$ cat src/rtl/fx_mul_pkg.sv
// Shared constants and elaboration helpers for the fixed-point multiplier pipeline.
// Testbenches import this package so they use the same latency figure as the RTL.
package fx_mul_pkg;

    localparam logic RND_TRUNC     = 1'b0;
    localparam logic RND_HALF_AWAY = 1'b1;

    function automatic int clog2(input int n);
        int r;
        r = 0;
        for (int i = 0; i < 31; i++) begin
            if ((1 << i) < n) r = i + 1;
        end
        return r;
    endfunction

    // Number of terms left after l pairwise reduction levels.
    function automatic int tree_terms(input int n, input int l);
        int c;
        c = n;
        for (int i = 0; i < l; i++) c = (c + 1) / 2;
        return c;
    endfunction

    function automatic int lat_cycles(input int data_w);
        return clog2(data_w) + 4;
    endfunction

endpackage

$ cat src/rtl/fx_mul_reduce_tree.sv
// Registered pairwise adder tree, one level per stage, with a valid/sideband
// shift register running alongside so control stays aligned with the sum.
module fx_mul_reduce_tree
    import fx_mul_pkg::*;
#(
    parameter int N_TERMS = 17,
    parameter int TERM_W  = 34,
    parameter int SIDE_W  = 3
) (
    input  logic                      clk,
    input  logic                      rst_n,
    input  logic                      en,
    input  logic                      in_valid,
    input  logic [SIDE_W-1:0]         in_side,
    input  logic [N_TERMS*TERM_W-1:0] in_terms,
    output logic                      out_valid,
    output logic [SIDE_W-1:0]         out_side,
    output logic [TERM_W-1:0]         out_sum,
    output logic                      busy
);

    localparam int LVL = clog2(N_TERMS);

    logic [LVL-1:0]    vld_d, vld_q;
    logic [SIDE_W-1:0] side_d [LVL];
    logic [SIDE_W-1:0] side_q [LVL];

    for (genvar l = 0; l < LVL; l++) begin : g_lvl
        localparam int N_IN  = tree_terms(N_TERMS, l);
        localparam int N_OUT = tree_terms(N_TERMS, l + 1);

        logic [N_IN*TERM_W-1:0]    in_w;
        logic [2*N_OUT*TERM_W-1:0] in_pad;
        logic [N_OUT*TERM_W-1:0]   sum_d, sum_q;

        if (l == 0) begin : g_first
            assign in_w = in_terms;
        end else begin : g_next
            assign in_w = g_lvl[l-1].sum_q;
        end

        // An odd leftover term is paired with zero, so it passes through registered.
        assign in_pad = (2*N_OUT*TERM_W)'(in_w);

        always_comb begin
            sum_d = sum_q;
            if (en) begin
                for (int j = 0; j < N_OUT; j++) begin
                    sum_d[j*TERM_W +: TERM_W] = in_pad[2*j*TERM_W +: TERM_W]
                                              + in_pad[(2*j+1)*TERM_W +: TERM_W];
                end
            end
        end

        always_ff @(posedge clk or negedge rst_n) begin
            if (!rst_n) sum_q <= '0;
            else        sum_q <= sum_d;
        end
    end

    always_comb begin
        vld_d = vld_q;
        for (int i = 0; i < LVL; i++) side_d[i] = side_q[i];
        if (en) begin
            vld_d[0]  = in_valid;
            side_d[0] = in_side;
            for (int i = 1; i < LVL; i++) begin
                vld_d[i]  = vld_q[i-1];
                side_d[i] = side_q[i-1];
            end
        end
    end

    always_ff @(posedge clk or negedge rst_n) begin
        if (!rst_n) begin
            vld_q <= '0;
            for (int i = 0; i < LVL; i++) side_q[i] <= '0;
        end else begin
            vld_q <= vld_d;
            for (int i = 0; i < LVL; i++) side_q[i] <= side_d[i];
        end
    end

    assign out_valid = vld_q[LVL-1];
    assign out_side  = side_q[LVL-1];
    assign out_sum   = g_lvl[LVL-1].sum_q;
    assign busy      = |vld_q;

endmodule

$ cat src/rtl/fx_mul_pipe.sv
// Fully pipelined signed fixed-point multiplier: sign/magnitude split, shift-and-add
// tree, then rescale by 2^-FRAC_W with optional rounding and saturation.
module fx_mul_pipe
    import fx_mul_pkg::*;
#(
    parameter int DATA_W = 17,
    parameter int FRAC_W = 16,
    parameter int OUT_W  = 32
) (
    input  logic              clk,
    input  logic              rst_n,
    input  logic              en,
    input  logic              in_valid,
    input  logic [DATA_W-1:0] a,
    input  logic [DATA_W-1:0] b,
    input  logic              round_mode,
    input  logic              sat_en,
    output logic              out_valid,
    output logic [OUT_W-1:0]  data_out,
    output logic              overflow,
    output logic              busy
);

    // No backpressure: a beat moves on valid && en; en = 0 freezes every stage.
    localparam int PW = 2 * DATA_W;
    localparam int MW = PW + 1;
    localparam logic [MW-1:0] LIM_NEG = MW'(1) << (OUT_W - 1);
    localparam logic [MW-1:0] LIM_POS = LIM_NEG - MW'(1);
    localparam logic [MW-1:0] RND_ADD = MW'(1) << (FRAC_W - 1);

    logic [DATA_W-1:0]    s0_a_d, s0_a_q, s0_b_d, s0_b_q;
    logic                 s0_sign_d, s0_sign_q, s0_rnd_d, s0_rnd_q;
    logic                 s0_sat_d, s0_sat_q, s0_vld_d, s0_vld_q;
    logic [DATA_W*PW-1:0] s1_pp_d, s1_pp_q;
    logic [2:0]           s1_side_d, s1_side_q;
    logic                 s1_vld_d, s1_vld_q;
    logic                 tree_vld, tree_busy;
    logic [2:0]           tree_side;
    logic [PW-1:0]        tree_sum;
    logic [MW-1:0]        sum_r, s3_mag_d, s3_mag_q;
    logic                 s3_sign_d, s3_sign_q, s3_sat_d, s3_sat_q;
    logic                 s3_ovf_d, s3_ovf_q, s3_vld_d, s3_vld_q;
    logic [OUT_W-1:0]     res, data_out_d, data_out_q;
    logic                 out_valid_d, out_valid_q, overflow_d, overflow_q;

    always_comb begin
        s0_a_d    = s0_a_q;
        s0_b_d    = s0_b_q;
        s0_sign_d = s0_sign_q;
        s0_rnd_d  = s0_rnd_q;
        s0_sat_d  = s0_sat_q;
        s0_vld_d  = s0_vld_q;
        s1_pp_d   = s1_pp_q;
        s1_side_d = s1_side_q;
        s1_vld_d  = s1_vld_q;
        if (en) begin
            s0_a_d    = a[DATA_W-1] ? (~a + DATA_W'(1)) : a;
            s0_b_d    = b[DATA_W-1] ? (~b + DATA_W'(1)) : b;
            s0_sign_d = a[DATA_W-1] ^ b[DATA_W-1];
            s0_rnd_d  = round_mode;
            s0_sat_d  = sat_en;
            s0_vld_d  = in_valid;
            for (int i = 0; i < DATA_W; i++) begin
                s1_pp_d[i*PW +: PW] = s0_b_q[i] ? (PW'(s0_a_q) << i) : '0;
            end
            s1_side_d = {s0_sign_q, s0_rnd_q, s0_sat_q};
            s1_vld_d  = s0_vld_q;
        end
    end

    fx_mul_reduce_tree #(
        .N_TERMS (DATA_W),
        .TERM_W  (PW),
        .SIDE_W  (3)
    ) u_tree (
        .clk       (clk),
        .rst_n     (rst_n),
        .en        (en),
        .in_valid  (s1_vld_q),
        .in_side   (s1_side_q),
        .in_terms  (s1_pp_q),
        .out_valid (tree_vld),
        .out_side  (tree_side),
        .out_sum   (tree_sum),
        .busy      (tree_busy)
    );

    // Rescale: one extra bit keeps the rounding increment from wrapping.
    assign sum_r = MW'(tree_sum) + (tree_side[1] ? RND_ADD : '0);

    always_comb begin
        s3_mag_d  = s3_mag_q;
        s3_sign_d = s3_sign_q;
        s3_sat_d  = s3_sat_q;
        s3_ovf_d  = s3_ovf_q;
        s3_vld_d  = s3_vld_q;
        if (en) begin
            s3_mag_d  = sum_r >> FRAC_W;
            s3_sign_d = tree_side[2];
            s3_sat_d  = tree_side[0];
            s3_ovf_d  = tree_side[2] ? (s3_mag_d > LIM_NEG) : (s3_mag_d > LIM_POS);
            s3_vld_d  = tree_vld;
        end
    end

    always_comb begin
        res = s3_sign_q ? (~s3_mag_q[OUT_W-1:0] + OUT_W'(1)) : s3_mag_q[OUT_W-1:0];
        if (s3_mag_q == '0) res = '0;
        if (s3_ovf_q && s3_sat_q) res = s3_sign_q ? OUT_W'(LIM_NEG) : OUT_W'(LIM_POS);
    end

    // Bubbles clear out_valid but leave the last result on data_out.
    always_comb begin
        out_valid_d = en ? s3_vld_q : out_valid_q;
        data_out_d  = (en && s3_vld_q) ? res : data_out_q;
        overflow_d  = (en && s3_vld_q) ? s3_ovf_q : overflow_q;
    end

    always_ff @(posedge clk or negedge rst_n) begin
        if (!rst_n) begin
            s0_a_q      <= '0;
            s0_b_q      <= '0;
            s0_sign_q   <= 1'b0;
            s0_rnd_q    <= 1'b0;
            s0_sat_q    <= 1'b0;
            s0_vld_q    <= 1'b0;
            s1_pp_q     <= '0;
            s1_side_q   <= '0;
            s1_vld_q    <= 1'b0;
            s3_mag_q    <= '0;
            s3_sign_q   <= 1'b0;
            s3_sat_q    <= 1'b0;
            s3_ovf_q    <= 1'b0;
            s3_vld_q    <= 1'b0;
            out_valid_q <= 1'b0;
            data_out_q  <= '0;
            overflow_q  <= 1'b0;
        end else begin
            s0_a_q      <= s0_a_d;
            s0_b_q      <= s0_b_d;
            s0_sign_q   <= s0_sign_d;
            s0_rnd_q    <= s0_rnd_d;
            s0_sat_q    <= s0_sat_d;
            s0_vld_q    <= s0_vld_d;
            s1_pp_q     <= s1_pp_d;
            s1_side_q   <= s1_side_d;
            s1_vld_q    <= s1_vld_d;
            s3_mag_q    <= s3_mag_d;
            s3_sign_q   <= s3_sign_d;
            s3_sat_q    <= s3_sat_d;
            s3_ovf_q    <= s3_ovf_d;
            s3_vld_q    <= s3_vld_d;
            out_valid_q <= out_valid_d;
            data_out_q  <= data_out_d;
            overflow_q  <= overflow_d;
        end
    end

    assign out_valid = out_valid_q;
    assign data_out  = data_out_q;
    assign overflow  = overflow_q;
    assign busy      = in_valid | s0_vld_q | s1_vld_q | tree_busy | s3_vld_q;

endmodule

$ cat config.mk
export PLATFORM = sky130hd
export DESIGN_NAME = fx_mul_pipe
export DESIGN_NICKNAME = d
export VERILOG_FILES = /design/src/rtl/fx_mul_pkg.sv /design/src/rtl/fx_mul_reduce_tree.sv /design/src/rtl/fx_mul_pipe.sv
export SDC_FILE = /design/constraint.sdc
export NUM_CORES = 2
export LEC_CHECK = 0
export ABC_AREA = 1
export BUFFER_PORTS_ARGS = -buffer_cell sky130_fd_sc_hd__buf_2
export CAP_MARGIN = 0
export CELL_PAD_IN_SITES_DETAIL_PLACEMENT = 0
export CELL_PAD_IN_SITES_GLOBAL_PLACEMENT = 1
export CORE_AREA = 2 2 350 525
export CTS_BUF_LIST = sky130_fd_sc_hd__clkbuf_8 sky130_fd_sc_hd__clkbuf_16
export DETAILED_ROUTE_END_ITERATION = 10
export DIE_AREA = 0 0 352 527
export PLACE_DENSITY = 0.78
export SKIP_LAST_GASP = 1
export SLEW_MARGIN = 5
export SYNTH_ARGS = -nofsm -noshare
export SYNTH_HDL_FRONTEND = slang
export SYNTH_HIERARCHICAL = 1
export SYNTH_SLANG_ARGS = --single-unit
export TNS_END_PERCENT = 100
$ cat constraint.sdc
create_clock -name clk -period 2 [get_ports clk]
set_clock_uncertainty 0.1 [all_clocks]
set_input_delay 0.3 -clock clk [delete_from_list [all_inputs] [get_ports clk]]
set_output_delay 0.3 -clock clk [all_outputs]
set_load 0.01 [all_outputs]
# == Yosys cells after proc, flatten, opt, wreduce, memory -nomap -nowiden ==
# Cells that the tools add are included.
# word_totals
reg_bits,1377
latch_bits,0
ramBits,0
romBits,0
input_bits,40
wordCells,87
memories,0
# classes
n_addsub,20
mul,0
n_div,0
magnitude_cmp,2
n_eq_ne,0
shift,0
muxes,25
n_bitwise,8
reduce_logical,4
# ops
cell,count
$add A34 B34 Y34,16
$mux W32,5
$mux W17,3
$add A34 B16 Y35,1
$logic_not A35 Y1,1
$add A17 B1 Y17 const B,2
$not A17 Y17,2
$mux W33,1
$add A32 B1 Y32 const B,1
$gt A19 B32 Y1 const B,1
$not A19 Y32,1
$gt A19 B31 Y1 const B,1
$mux W31,1
$mux W30,1
$mux W29,1
$mux W28,1
$mux W27,1
$mux W26,1
$mux W25,1
$mux W24,1
$mux W23,1
$mux W22,1
$mux W21,1
$mux W20,1
other kinds (8),12

# == Longest topological paths before layout ==
# depth
word_depth,5
depth_mapped,15
depth_no_buf,15

# == Modules after synthesis ==
# Netlist, hierarchy kept.
# by_module_without_submodules
mod,instances,cells_each,area_each_um2,seq_area_each_um2
fx_mul_reduce_tree,1,9872,61816.8,17516.8
fx_mul_pipe,1,1668,15463.6,9634.2

# == Worst setup path after synthesis ==
# Ideal clock, no wire load.
# synth_path
path_kind,register to register
start,register u_tree.g_lvl[3].sum_q[0]
end,"register u_tree.g_lvl[4].sum_q[32], in the netlist u_tree/out_sum[32]"
setup_time_ps,117
arrival_ps,1737
required_time_ps,1783
slack_ps,46
path_stages_with_launch,14
path_buffers,0
period_less_slack_ps,1954
path_cell_list,dfrtp_1 -> ha_1 -> inv_1 -> fa_1 -> o21ai_2 -> nand2_1 -> nand2_1 -> nand2_1 -> nand2_2 -> nand2_1 -> nand2_1 -> nand2_1 -> nand3_1 -> nand2_1
# synth_via
elab_chain_len,1
# synth_rtl
item,line,text
"start, declared",fx_mul_reduce_tree.sv:34,"logic [N_OUT*TERM_W-1:0] sum_d, sum_q;"
"start signal, assigned",fx_mul_reduce_tree.sv:57,else sum_q <= sum_d;
$add A34 B34 Y34,fx_mul_reduce_tree.sv:50,+ in_pad[(2*j+1)*TERM_W +: TERM_W];
"end signal, assigned",fx_mul_reduce_tree.sv:57,
"end, declared",fx_mul_reduce_tree.sv:34,
# Every way passes these cells.
# A chain may end at the register's enable or synchronous reset.

# == Worst setup path after layout ==
# layout_path
start,register u_tree.vld_q[3]
end,output busy
# layout_via
elab_chain_len,3
# layout_rtl
item,line,text
"start, declared",fx_mul_reduce_tree.sv:24,"logic [LVL-1:0] vld_d, vld_q;"
"start signal, assigned",fx_mul_reduce_tree.sv:79,vld_q <= vld_d;
$reduce_or A5 Y1,fx_mul_reduce_tree.sv:87,assign busy = |vld_q;
named net tree_busy,fx_mul_pipe.sv:37,"logic tree_vld, tree_busy;"
$or A1 B1 Y1 (2 in series),fx_mul_pipe.sv:162,assign busy = in_valid | s0_vld_q | s1_vld_q | tree_busy | s3_vld_q;
"end, declared",fx_mul_pipe.sv:21,output logic busy
# The timed path passes the listed nets, and every way through them passes these cells.

==> impl_metrics.tcl <==
set metrics [dict create \
    status "finished with violations" \
    violations "negative setup slack" \
    dieArea_um2 185500 \
    finalWirelength_um 293300 \
    drtIter0Drc 4844 \
    fin_ws_ns -0.2573 \
    final_max_slew_viol_count 0 \
    grt_max_degree 105 \
    crit_path_end_kind "output pin" \
    yosysWarnings 6 \
    tns_ns -3.211 \
    die_w_um 352 \
    area_growth_pct 38.43 \
    path_clk_slew_ns 0.07 \
    htree_levels 3 \
    required_ns 1.60 \
    finalSetupViolations 69 \
    whs_ns 0.04991 \
    cts_root_buf "clkbuf_16" \
    timing.fmax_mhz 443.0 \
    die_h_um 527 \
    core_area_um2 181400 \
    gp_congestion 0.9764 \
    dp_cells 15150 \
    ios 75 \
    ir_worst_vdd_mv 0.8822 \
    viasPerCell 5.085 \
    cap_violations 0 \
    netlist_instances 11450 \
    switchingPower_uw 55550 \
    antenna_found_initial 17 \
    port_buffers 72 \
    ant_nets 0 \
    clk_latency_ns 0.78 \
    grt_pass1_vias 78640 \
    p_comb_share_pct 57.2 \
    drc_errors 0 \
    hold_viol 0 \
    globalRouteOverflowTotal 0 \
    fin_util_pct 58.30 \
    p_clk_share_pct 17.5 \
    p_leak_uw 0.05365 \
    cts_buffers 111 \
    power_frac_seq_pct 25.3 \
    num_vias 79370 \
    worst_pin_slew_ns 1.090 \
    rsz0062_at_grt "true" \
    finish.instance_area_um2 105700 \
    period_share_pct 112.9 \
    setup.worst_path.start_class "flip-flop" \
    switching_share_pct 43.21 \
    dpl.hpwl_um 224700 \
    start_util_pct 42.11 \
    clock_sinks 1063 \
    cts_tree "done" \
    worst_ep_arrival_time_ns 1.86 \
    nets 13670 \
    crit_type "reg2out" \
    synth_area_per_cell_um2 6.672 \
    drive_gt1_share_pct 26.77 \
    grt_usage_pct 30.49 \
    synth_area_um2 76380 \
    slew-limit-headroom_pct 27.09 \
    row_count 192 \
    hold_path.class "in2reg" \
    stdcell_count 15610 \
    post_dp_cell_area_um2 89280 \
    clockBufferDepth 3 \
    crit_fanout 2 \
    fillCellCount 17230 \
    min_period_ns 2.257 \
    p_int_uw 73010 \
    grt_pass1_wl_um 441600 \
    power_density_nw_per_um2 1216 \
    dr.pass1.iters 6 \
    wl_per_cell_um 18.79 \
]
[metal layers]
| metal | wire [um] | global-route usage, % |
|---|---|---|
| met3 | 9516 | 2.918 |
| met5 | 0 | 0 |
| met2 | 150100 | 55.46 |
| met1 | 115000 | 34.30 |
| met4 | 18660 | 18.51 |
[registers in the layout (all words and copies together), names as in the netlist, 5 cells and up]
register	flops
s0_b_q	17
u_tree/side_q	8
u_tree/g_lvl.sum_q	646
u_tree/out_sum	19
s3_mag_q	19
s1_pp_q	289
data_out	32
s0_a_q	17
u_tree/vld_q	5
[what timing repair did]
| item | in CTS | in global routing |
|---|---|---|
| gates resized for setup | 687 | 1640 |
| buffers inserted | 43 | 144 |
| pin swaps | 151 | 545 |
| hold buffers | 79 | 2 |
| hold endpoints to repair | 1125 | 2 |
| gates cloned | 0 | 0 |
| endpoints found under the setup margin | 253 | 336 |
[power groups by stage]
stage               Combinational, uW  Sequential (uW)  Clock (uW)
finish                          73600            32500       22500
floorplan                       30500            29100           0
CTS                             60600            31700       23000
detailed placement              54700            31000           0
global placement                54500            30900           0
global route                    79600            32900       23800
[metrics by stage]
stage	worst slack, ns	total power [uW]
2_1_floorplan	0.08088	59580
3_3_place_gp	-0.3141	85410
3_5_place_dp	-0.3275	85780
4_1_cts	-0.3443	115300
5_1_grt	-0.3890	136300
6_report	-0.2573	128600
[worst paths after layout]
kind	startpoint	endpoint	slack (ns)	depth (start not counted)
max	u_tree/vld_q[3]	busy	-0.26	5
min	a[16]	s0_a_q[5]	0.05	5
max reg2reg	u_tree/g_lvl[1].sum_q[71]	u_tree/g_lvl[2].sum_q[38]	-0.11	8
min reg2reg	s1_pp_q[561]	u_tree/g_lvl[0].sum_q[289]	0.36	2
max in group asynchronous	rst_n	u_tree/side_q[4]	0.95	4
min in group asynchronous	rst_n	s1_pp_q[292]	0.20	3
[layout make-up]
| cell class | count | area (um^2) | share of cell area [%] |
|---|---|---|---|
| multi-input combinational | 8978 | 54420 | 51.47 |
| sequential | 1063 | 26700 | 25.25 |
| timing repair buffer | 1468 | 12130 | 11.47 |
| inverter | 1458 | 5497 | 5.198 |
| tap | 2425 | 3034 | 2.870 |
| clock buffer | 124 | 2968 | 2.807 |
| clock inverter | 78 | 957.2 | 0.9053 |
| antenna | 14 | 35.03 | 0.03313 |
[cells in the final DEF (no fill, tap or decap), types with 52 or more instances in the layout]
| master | count |
|---|---|
| a21oi_1 | 320 |
| a21oi_2 | 254 |
| buf_12 | 72 |
| buf_2 | 66 |
| buf_4 | 1209 |
| clkbuf_16 | 112 |
| conb_1 | 304 |
| dfrtp_1 | 987 |
| dfrtp_2 | 76 |
| dlygate4sd3_1 | 72 |
| ha_1 | 189 |
| ha_4 | 315 |
| inv_1 | 1404 |
| inv_2 | 64 |
| nand2_1 | 3686 |
| nand2_2 | 423 |
| nand2_4 | 113 |
| nand3_1 | 514 |
| nand3_2 | 134 |
| nand4_1 | 98 |
| nor2_1 | 650 |
| nor2_2 | 188 |
| nor2_4 | 66 |
| nor3_1 | 114 |
| o21ai_0 | 815 |
| o21ai_1 | 165 |
| o21ai_2 | 52 |
| xnor2_1 | 167 |
[worst max-delay path, stage by stage (launching register included)]
cell	delay [ns]
dfrtp_1	0.39
nor3_2	0.19
nand3_1	0.08
nor3_1	0.14
nand3_1	0.13
buf_2	0.17
Power figures use the tool's default switching activity.
